<file path="src/rtl/pe_noc_interface.sv">
// Network interface between a PE and a mesh router's in_pe/out_pe ports (4-phase bundled data).
// Optional ejection address filter and drop counter are enabled with `define NI_ADDR_CHECK_EN.
module pe_noc_interface #(
    parameter int ADDR_X = 1,
    parameter int ADDR_Y = 1,
    parameter int DEPTH  = 4
) (
    input  logic        clk,
    input  logic        rst_n,
    input  logic        pe_tx_valid,
    output logic        pe_tx_ready,
    input  logic [3:0]  pe_tx_dest,
    input  logic [23:0] pe_tx_data,
    output logic        inj_req,
    output logic [32:0] inj_data,
    input  logic        inj_ack,
    input  logic        ej_req,
    input  logic [32:0] ej_data,
    output logic        ej_ack,
    output logic        pe_rx_valid,
    input  logic        pe_rx_ready,
    output logic [3:0]  pe_rx_src,
    output logic [23:0] pe_rx_data,
    output logic [7:0]  drop_cnt
);

    localparam int AW = (DEPTH > 1) ? $clog2(DEPTH) : 1;
    localparam int CW = AW + 1;
    localparam logic [3:0]    SELF_ADDR = {2'(ADDR_X), 2'(ADDR_Y)};
    localparam logic [CW-1:0] FULL_CNT  = CW'(DEPTH);

    typedef enum logic [1:0] {
        INJ_IDLE = 2'd0,
        INJ_LOAD = 2'd1,
        INJ_REQ  = 2'd2,
        INJ_RET  = 2'd3
    } inj_state_t;

    typedef enum logic {
        EJ_WAIT = 1'b0,
        EJ_ACK  = 1'b1
    } ej_state_t;

    logic [32:0]   fifo_mem_r [DEPTH];
    logic [AW-1:0] wr_ptr_r;
    logic [AW-1:0] rd_ptr_r;
    logic [CW-1:0] count_r;
    logic          push_s;
    logic          pop_s;

    logic [1:0]    ack_sync_r;
    logic [1:0]    req_sync_r;
    logic          ack_s;
    logic          req_s;

    inj_state_t    inj_state_r;
    inj_state_t    inj_next_s;
    logic          inj_req_r;
    logic [32:0]   inj_data_r;

    ej_state_t     ej_state_r;
    ej_state_t     ej_next_s;
    logic          ej_ack_r;
    logic          capture_s;
    logic          accept_s;
    logic          rx_valid_r;
    logic [3:0]    rx_src_r;
    logic [23:0]   rx_data_r;

    // No full-bypass: readiness depends on occupancy only, never on a same-cycle pop.
    assign pe_tx_ready = (count_r != FULL_CNT);
    assign push_s      = pe_tx_valid & pe_tx_ready;

    // FIFO storage; packets are assembled here so the injection side just copies an entry
    always_ff @(posedge clk) begin
        if (push_s) begin
            fifo_mem_r[wr_ptr_r] <= {1'b1, pe_tx_dest, SELF_ADDR, pe_tx_data};
        end
    end

    // FIFO pointers and occupancy
    always_ff @(posedge clk or negedge rst_n) begin
        if (!rst_n) begin
            wr_ptr_r <= {AW{1'b0}};
            rd_ptr_r <= {AW{1'b0}};
            count_r  <= {CW{1'b0}};
        end else begin
            if (push_s) begin
                wr_ptr_r <= wr_ptr_r + AW'(1);
            end
            if (pop_s) begin
                rd_ptr_r <= rd_ptr_r + AW'(1);
            end
            case ({push_s, pop_s})
                2'b10:   count_r <= count_r + CW'(1);
                2'b01:   count_r <= count_r - CW'(1);
                default: count_r <= count_r;
            endcase
        end
    end

    // Two-flop synchronizers for the router-side handshake inputs
    always_ff @(posedge clk or negedge rst_n) begin
        if (!rst_n) begin
            ack_sync_r <= 2'b00;
            req_sync_r <= 2'b00;
        end else begin
            ack_sync_r <= {ack_sync_r[0], inj_ack};
            req_sync_r <= {req_sync_r[0], ej_req};
        end
    end

    assign ack_s = ack_sync_r[1];
    assign req_s = req_sync_r[1];

    // Injection FSM next-state and pop decision
    always_comb begin
        inj_next_s = inj_state_r;
        pop_s      = 1'b0;
        case (inj_state_r)
            INJ_IDLE: begin
                if (count_r != {CW{1'b0}}) begin
                    pop_s      = 1'b1;
                    inj_next_s = INJ_LOAD;
                end else begin
                    inj_next_s = INJ_IDLE;
                end
            end
            INJ_LOAD: inj_next_s = INJ_REQ;
            INJ_REQ: begin
                if (ack_s) begin
                    inj_next_s = INJ_RET;
                end else begin
                    inj_next_s = INJ_REQ;
                end
            end
            INJ_RET: begin
                if (!ack_s) begin
                    inj_next_s = INJ_IDLE;
                end else begin
                    inj_next_s = INJ_RET;
                end
            end
            default: inj_next_s = INJ_IDLE;
        endcase
    end

    // Injection state, registered request and bundled data (held until the next pop)
    always_ff @(posedge clk or negedge rst_n) begin
        if (!rst_n) begin
            inj_state_r <= INJ_IDLE;
            inj_req_r   <= 1'b0;
            inj_data_r  <= 33'd0;
        end else begin
            inj_state_r <= inj_next_s;
            inj_req_r   <= (inj_next_s == INJ_REQ);
            if (pop_s) begin
                inj_data_r <= fifo_mem_r[rd_ptr_r];
            end
        end
    end

    assign inj_req  = inj_req_r;
    assign inj_data = inj_data_r;

`ifdef NI_ADDR_CHECK_EN
    assign accept_s = ej_data[32] && (ej_data[31:28] == SELF_ADDR);
`else
    logic unused_hdr_s;
    assign accept_s     = 1'b1;
    assign unused_hdr_s = ^ej_data[32:28];
`endif

    // Ejection FSM: a pending request waits while the holding register is occupied
    always_comb begin
        ej_next_s = ej_state_r;
        capture_s = 1'b0;
        case (ej_state_r)
            EJ_WAIT: begin
                if (req_s && !rx_valid_r) begin
                    capture_s = 1'b1;
                    ej_next_s = EJ_ACK;
                end else begin
                    ej_next_s = EJ_WAIT;
                end
            end
            EJ_ACK: begin
                if (!req_s) begin
                    ej_next_s = EJ_WAIT;
                end else begin
                    ej_next_s = EJ_ACK;
                end
            end
            default: ej_next_s = EJ_WAIT;
        endcase
    end

    // Ejection state, acknowledge and PE-side holding register
    always_ff @(posedge clk or negedge rst_n) begin
        if (!rst_n) begin
            ej_state_r <= EJ_WAIT;
            ej_ack_r   <= 1'b0;
            rx_valid_r <= 1'b0;
            rx_src_r   <= 4'd0;
            rx_data_r  <= 24'd0;
        end else begin
            ej_state_r <= ej_next_s;
            ej_ack_r   <= (ej_next_s == EJ_ACK);
            if (capture_s && accept_s) begin
                rx_valid_r <= 1'b1;
                rx_src_r   <= ej_data[27:24];
                rx_data_r  <= ej_data[23:0];
            end else if (rx_valid_r && pe_rx_ready) begin
                rx_valid_r <= 1'b0;
            end
        end
    end

    assign ej_ack      = ej_ack_r;
    assign pe_rx_valid = rx_valid_r;
    assign pe_rx_src   = rx_src_r;
    assign pe_rx_data  = rx_data_r;

`ifdef NI_ADDR_CHECK_EN
    logic [7:0] drop_cnt_r;

    // Saturating count of packets acknowledged but rejected by the filter
    always_ff @(posedge clk or negedge rst_n) begin
        if (!rst_n) begin
            drop_cnt_r <= 8'd0;
        end else if (capture_s && !accept_s && (drop_cnt_r != 8'hFF)) begin
            drop_cnt_r <= drop_cnt_r + 8'd1;
        end
    end

    assign drop_cnt = drop_cnt_r;
`else
    assign drop_cnt = 8'd0;
`endif

endmodule

</file>
<file path="config.mk">
export PLATFORM = sky130hd
export DESIGN_NAME = pe_noc_interface
export DESIGN_NICKNAME = d
export VERILOG_FILES = /design/src/rtl/pe_noc_interface.sv
export SDC_FILE = /design/constraint.sdc
export NUM_CORES = 1
export LEC_CHECK = 0
export ABC_AREA = 1
export BUFFER_PORTS_ARGS = -buffer_cell sky130_fd_sc_hd__buf_4
export CORE_AREA = 2 2 172 174
export CTS_CLUSTER_DIAMETER = 40
export DETAILED_ROUTE_END_ITERATION = 12
export DIE_AREA = 0 0 174 176
export RECOVER_POWER = 100
export SKIP_LAST_GASP = 1
export SYNTH_ARGS = -nofsm -noshare
export SYNTH_HDL_FRONTEND = slang
export SYNTH_SLANG_ARGS = --single-unit
</file>
<file path="constraint.sdc">
create_clock -name clk -period 3.2 [get_ports clk]
set_input_delay 0.16 -clock clk [delete_from_list [all_inputs] [get_ports clk]]
set_output_delay 0.16 -clock clk [all_outputs]
set_load 0.1 [all_outputs]
</file>
## Word-level counts from Yosys, hierarchy flattened

Memories as Yosys holds them, arrays and structs flattened. A register that Yosys moved wholly into a read port is not among the register bits.
Index checks and enable logic that the tools add are counted.
Widths: inputs -> output; s select.

- Register bits after elaboration: 77
- Bits in writable memories: 112
- Bits of input ports: 67
- Output and inout port bits: 73
- Logic and storage cells: 49
- Memories: 1

Memories:

| memory | words | width | read ports | clocked after Yosys merged registers in | write ports | line | text |
|---|---|---|---|---|---|---|---|
| fifo_mem_r | 4 | 28 | 1 | 1 | 1 | 44 | `logic [32:0] fifo_mem_r [DEPTH];` |

- Add/sub/neg operators: 4
- Eq/ne operators: 7
- Muxes and demuxes: 15
- Bitwise logic cells: 2
- Reductions and logical operators: 8

Operators with widths:

| kind | count |
|---|---|
| $mux 1 | 11 |
| $eq 2x2->1 const B | 4 |
| $pmux 2 s4 | 1 |
| $pmux 3 s2 | 1 |
| $add 2x1->2 const B | 2 |
| $eq 2x1->1 const B | 2 |
| $reduce_bool 2->1 | 2 |
| $add 3x1->3 const B | 1 |
| $ne 3x3->1 const B | 1 |
| $reduce_bool 3->1 | 1 |
| $sub 3x1->3 const B | 1 |
| $logic_and 1x1->1 | 2 |
| $logic_not 1->1 | 2 |
| $logic_not 2->1 | 1 |
| $mux 2 | 1 |
| $pmux 1 s2 | 1 |
| $and 1x1->1 | 1 |
| $not 1->1 | 1 |

## Depth between registers and ports, before layout

- Word-level depth: 5
- Gate-level depth with buffers: 13

## Worst setup path before layout

OpenSTA, ideal clock, no wires.

- Path kind: register to register
- Start: register count_r[0]
- End: memory fifo_mem_r[0][0] (netlist bit) (enable)
- Setup time: 413 ps
- Arrival: 2,700 ps
- Required time: 2,787 ps
- Path slack: 87 ps
- Cell stages (with the launch flop): 5
- Cells stage by stage: dfrtp_1 nor2_1 nand2_1 nand2_1 nor2_1

- Cells in the longest elaborated chain, start to end: 4

Ends and longest elaborated chain:

| what | line | text |
|---|---|---|
| from (decl) | 47 | `logic [CW-1:0] count_r;` |
| from (signal assigned) | 86 | `count_r <= {CW{1'b0}};` |
| from (signal assigned) | 95 | `2'b10: count_r <= count_r + CW'(1);` |
| from (signal assigned) | 96 | `2'b01: count_r <= count_r - CW'(1);` |
| $ne 3x3->1 | 71 | `assign pe_tx_ready = (count_r != FULL_CNT);` |
| via pe_tx_ready | 11 | `output logic pe_tx_ready,` |
| $and 1x1->1 | 72 | `assign push_s = pe_tx_valid & pe_tx_ready;` |
| $mux 1 | 76 | `if (push_s) begin` |
| $mux 1 (not written as such) | 77 | `fifo_mem_r[wr_ptr_r] <= {1'b1, pe_tx_dest, SELF_ADDR, pe_tx_data};` |
| to (decl) | 44 |  |

The timed path passes the listed nets, and every way through them passes these cells.

## Final worst setup path

- Start: register count_r[0]
- End: memory fifo_mem_r[2][5] (netlist bit) (enable)

- Cells in the longest elaborated chain, start to end: 4

Ends and longest elaborated chain:

| what | line |
|---|---|
| $ne 3x3->1 | 71 |
| $and 1x1->1 | 72 |
| $mux 1 | 76 |
| $mux 1 (not written as such) | 77 |

Every way passes these cells.

==> metrics.md <==
| Metric | Value |
|---|---|
| Worst Min Path Start | `ej_data[3]` |
| F_max | `between 300 and 400 MHz` |
| Worst Reg-to-Reg Cells | `5` |
| Initial antenna violation count | `0` |
| Hold Vio Cnt, Final | `0` |
| Reg2reg setup slack | `slightly below 700 ps` |
| Status | `complete, but fails checks` |
| FILL cells | `2940` |
| Syn Area/Cell | `10.0 µm²` |
| Wire per inst | `approximately 13 µm` |
| Worst path required time | `roughly 3300 ps` |
| TritonCTS clock tree | `built` |
| CP max FO | `20` |
| Final worst slack | `between 600 and 700 ps` |
| Mapped Cells | `764` |
| Clk pin slew, worst setup/hold paths | `70 ps` |
| Violated checks | `max-capacitance violations, max-slew violations` |
| Vias in the first global route | `5226` |
| Period utilization | `78.3%` |
| Dominant cell type by area after synthesis | `edfxtp_1` |
| Crit path from | `count_r[0]$_DFFE_PN0P_` |
| H-tree depth | `4` |
| Most frequent cells in the layout | `nand2_1, inv_1, edfxtp_1` |
| Area Overhead vs Synth | `26.6%` |
| RSZ-0062 raised after global routing | `no` |
| Post-route ant nets | `0` |
| Worst reg2reg path endpoint | `fifo_mem_r[2][5]$_DFFE_PP_` |
| Proportion of layout cells with a drive suffix above 1 | `roughly 8%` |
| Post-Route WL | `~17 mm` |
| Antenna Cells | `0` |
| Synth area leaders | `edfxtp_1, dfrtp_1, nand2_1, inv_1, nand3_1` |
| Yosys top cell area share | `about 44%` |
| Total CTS buffers | `17` |
| Hold endpoint | `pe_rx_data[3]$_DFFE_PN0P_` |
| Starting Density | `a little over a quarter` |
| Seq cells post-synth | `between 150 and 200` |
| Residual DRC | `0` |
| Worst clock skew | `around 22 ps` |
| Max Buffers Root-to-Sink | `2` |
| HPWL reported at the end of detailed placement | `slightly above 10 mm` |
| Via density per instance | `about 3.9` |
| Startpoint Class | `flop` |
| Max Slew Vio Count | `approximately 140` |
| Synth warnings | `0` |
| Slew @ Worst Pin | `1950 ps` |
| Num Clock Sinks | `approximately 190` |
| Global placement routability congestion | `roughly 0.74` |
| Path type of the worst min-delay path | `input pin to flop` |
| Setup TNS | `0 ps` |
| IO Pins | `between 100 and 150` |
| Crit Path Class | `flop to flop` |
| Unique cell type count in the Yosys netlist | `21` |
| Clk Latency, worst-skew pair | `roughly 430 ps` |
| Commonest non-fill, non-tap cell in the layout | `nand2_1` |
| Fin crit period | `2510 ps` |
| Die Area | `30600 µm²` |
| Port bufs | `approximately 120` |
| Gr usage total | `between 10 and 15%` |
| Pre-antenna DRT Iters | `4` |
| Post-synthesis sequential area ratio | `67.9%` |
| WP data arrival | `approximately 2600 ps` |
| Core area | `between 20000 and 30000 µm²` |
| Hold Slack | `between 15 and 20 ps` |
| Mapped cell area | `roughly 7600 µm²` |
| Via count | `~5.2k` |
| Final-report setup violation count | `0` |
| Setup crit end kind | `flop` |
| # rows | `between 60 and 70` |
| Cells on Worst Hold Path | `3` |
| First-pass GRT wire length | `about 27 mm` |
| Largest net degree at the start of global routing | `74` |
| Initial DRC Count | `about 280` |
| Max_cap viols | `3` |
| Chip width | `between 150 and 200 µm` |
| Root Buffer | `clkbuf_16` |
| Total grt overflow | `0` |
| Pre-CTS WS | `around 1000 ps` |
| Total Nets Final | `between 1k and 1.5k` |
| Max transition margin | `-29.9%` |
| Cts repair resizes | `0` |
| Worst r2r src | `count_r[0]$_DFFE_PN0P_` |
| Die height | `~180 µm` |
==> through the flow <==
step                      cell area [µm²]  std cells  util, %
after detailed placement             8960       1249     31.4
after CTS                           10100       1332     35.2
after global routing                 9680       1333     33.9
after floorplan                      7680        773        -
after global placement               8960       1249     31.4
final                                9680       1333     33.9
==> flip-flops by register name, summed over array words and instances (netlist names) <==
| register | flops |
|---|---|
| fifo_mem_r | 112 |
| inj_data | 29 |
| pe_rx_data | 24 |
| pe_rx_src | 4 |
| count_r | 3 |
| ack_sync_r | 2 |
| inj_state_r | 2 |
| rd_ptr_r | 2 |
| req_sync_r | 2 |
| wr_ptr_r | 2 |
| ej_ack | 1 |
| inj_req | 1 |
| pe_rx_valid | 1 |
==> logic make-up after synthesis <==
logic type / synth area share, %
other: 0.0490
adders and majority gates: 1.08
DFF: 67.9
xor gates and xnor gates: 0.573
and+or+nand+nor: 17.5
buffers and inverters: 10.9
AOI/OAI and AO/OA: 2.09
==> critical path: stages (launching register included) <==
cell,delay [ps]
dfrtp_1,380
nor2_1,70
nand2_1,110
nand2_1,210
nor2_1,740
clkbuf_2,640
==> worst max path at each step <==
stage,end,slack (ps),cells past startpoint
after floorplan,fifo_mem_r[0][0]$_DFFE_PP_,90,4
after global placement,count_r[2]$_DFFE_PN0P_,1060,9
after detailed placement,count_r[2]$_DFFE_PN0P_,1030,9
after CTS,count_r[2]$_DFFE_PN0P_,1010,9
after global routing,fifo_mem_r[2][15]$_DFFE_PP_,520,5
final,fifo_mem_r[2][5]$_DFFE_PP_,690,5
==> cells in the mapped netlist <==
cell,instances
o21ai_1,1
nand2_2,1
inv_2,3
fa_1,1
nand2_1,267
conb_1,1
xor2_1,3
dfrtp_1,73
buf_2,16
or2_1,1
edfxtp_1,112
nor2_1,6
ha_1,5
buf_1,1
inv_1,157
clkbuf_1,9
nand3_1,58
nand3b_1,1
o21ai_0,31
buf_4,15
xnor2_1,2
==> per-layer routing <==
layer	wire (µm)	up-vias	track usage [%]
met5	0	-	0
met4	136	0	2.98
met2	8170	142	19.7
met1	7940	2426	14.2
li1	-	2657	-
met3	844	11	3.21
==> what timing repair did <==
action | 4_1_cts | 5_1_grt
setup buffers | 0 | 0
hold buffers | 51 | 1
hold endpoints to repair | 207 | 1
==> area by class of cell <==
| cell class | instances | area (µm²) | share of cell area [%] |
|---|---|---|---|
| Sequential cell | 185 | 5190 | 53.6 |
| Multi-Input combinational cell | 387 | 1660 | 17.2 |
| Timing Repair Buffer | 185 | 1160 | 11.9 |
| Inverter | 160 | 601 | 6.20 |
| Tap cell | 384 | 480 | 4.96 |
| Clock buffer | 19 | 453 | 4.68 |
| Clock inverter | 13 | 134 | 1.38 |
Power is not shown: default switching activity piles up to over one toggle a cycle in this logic, so the estimate is an artifact.
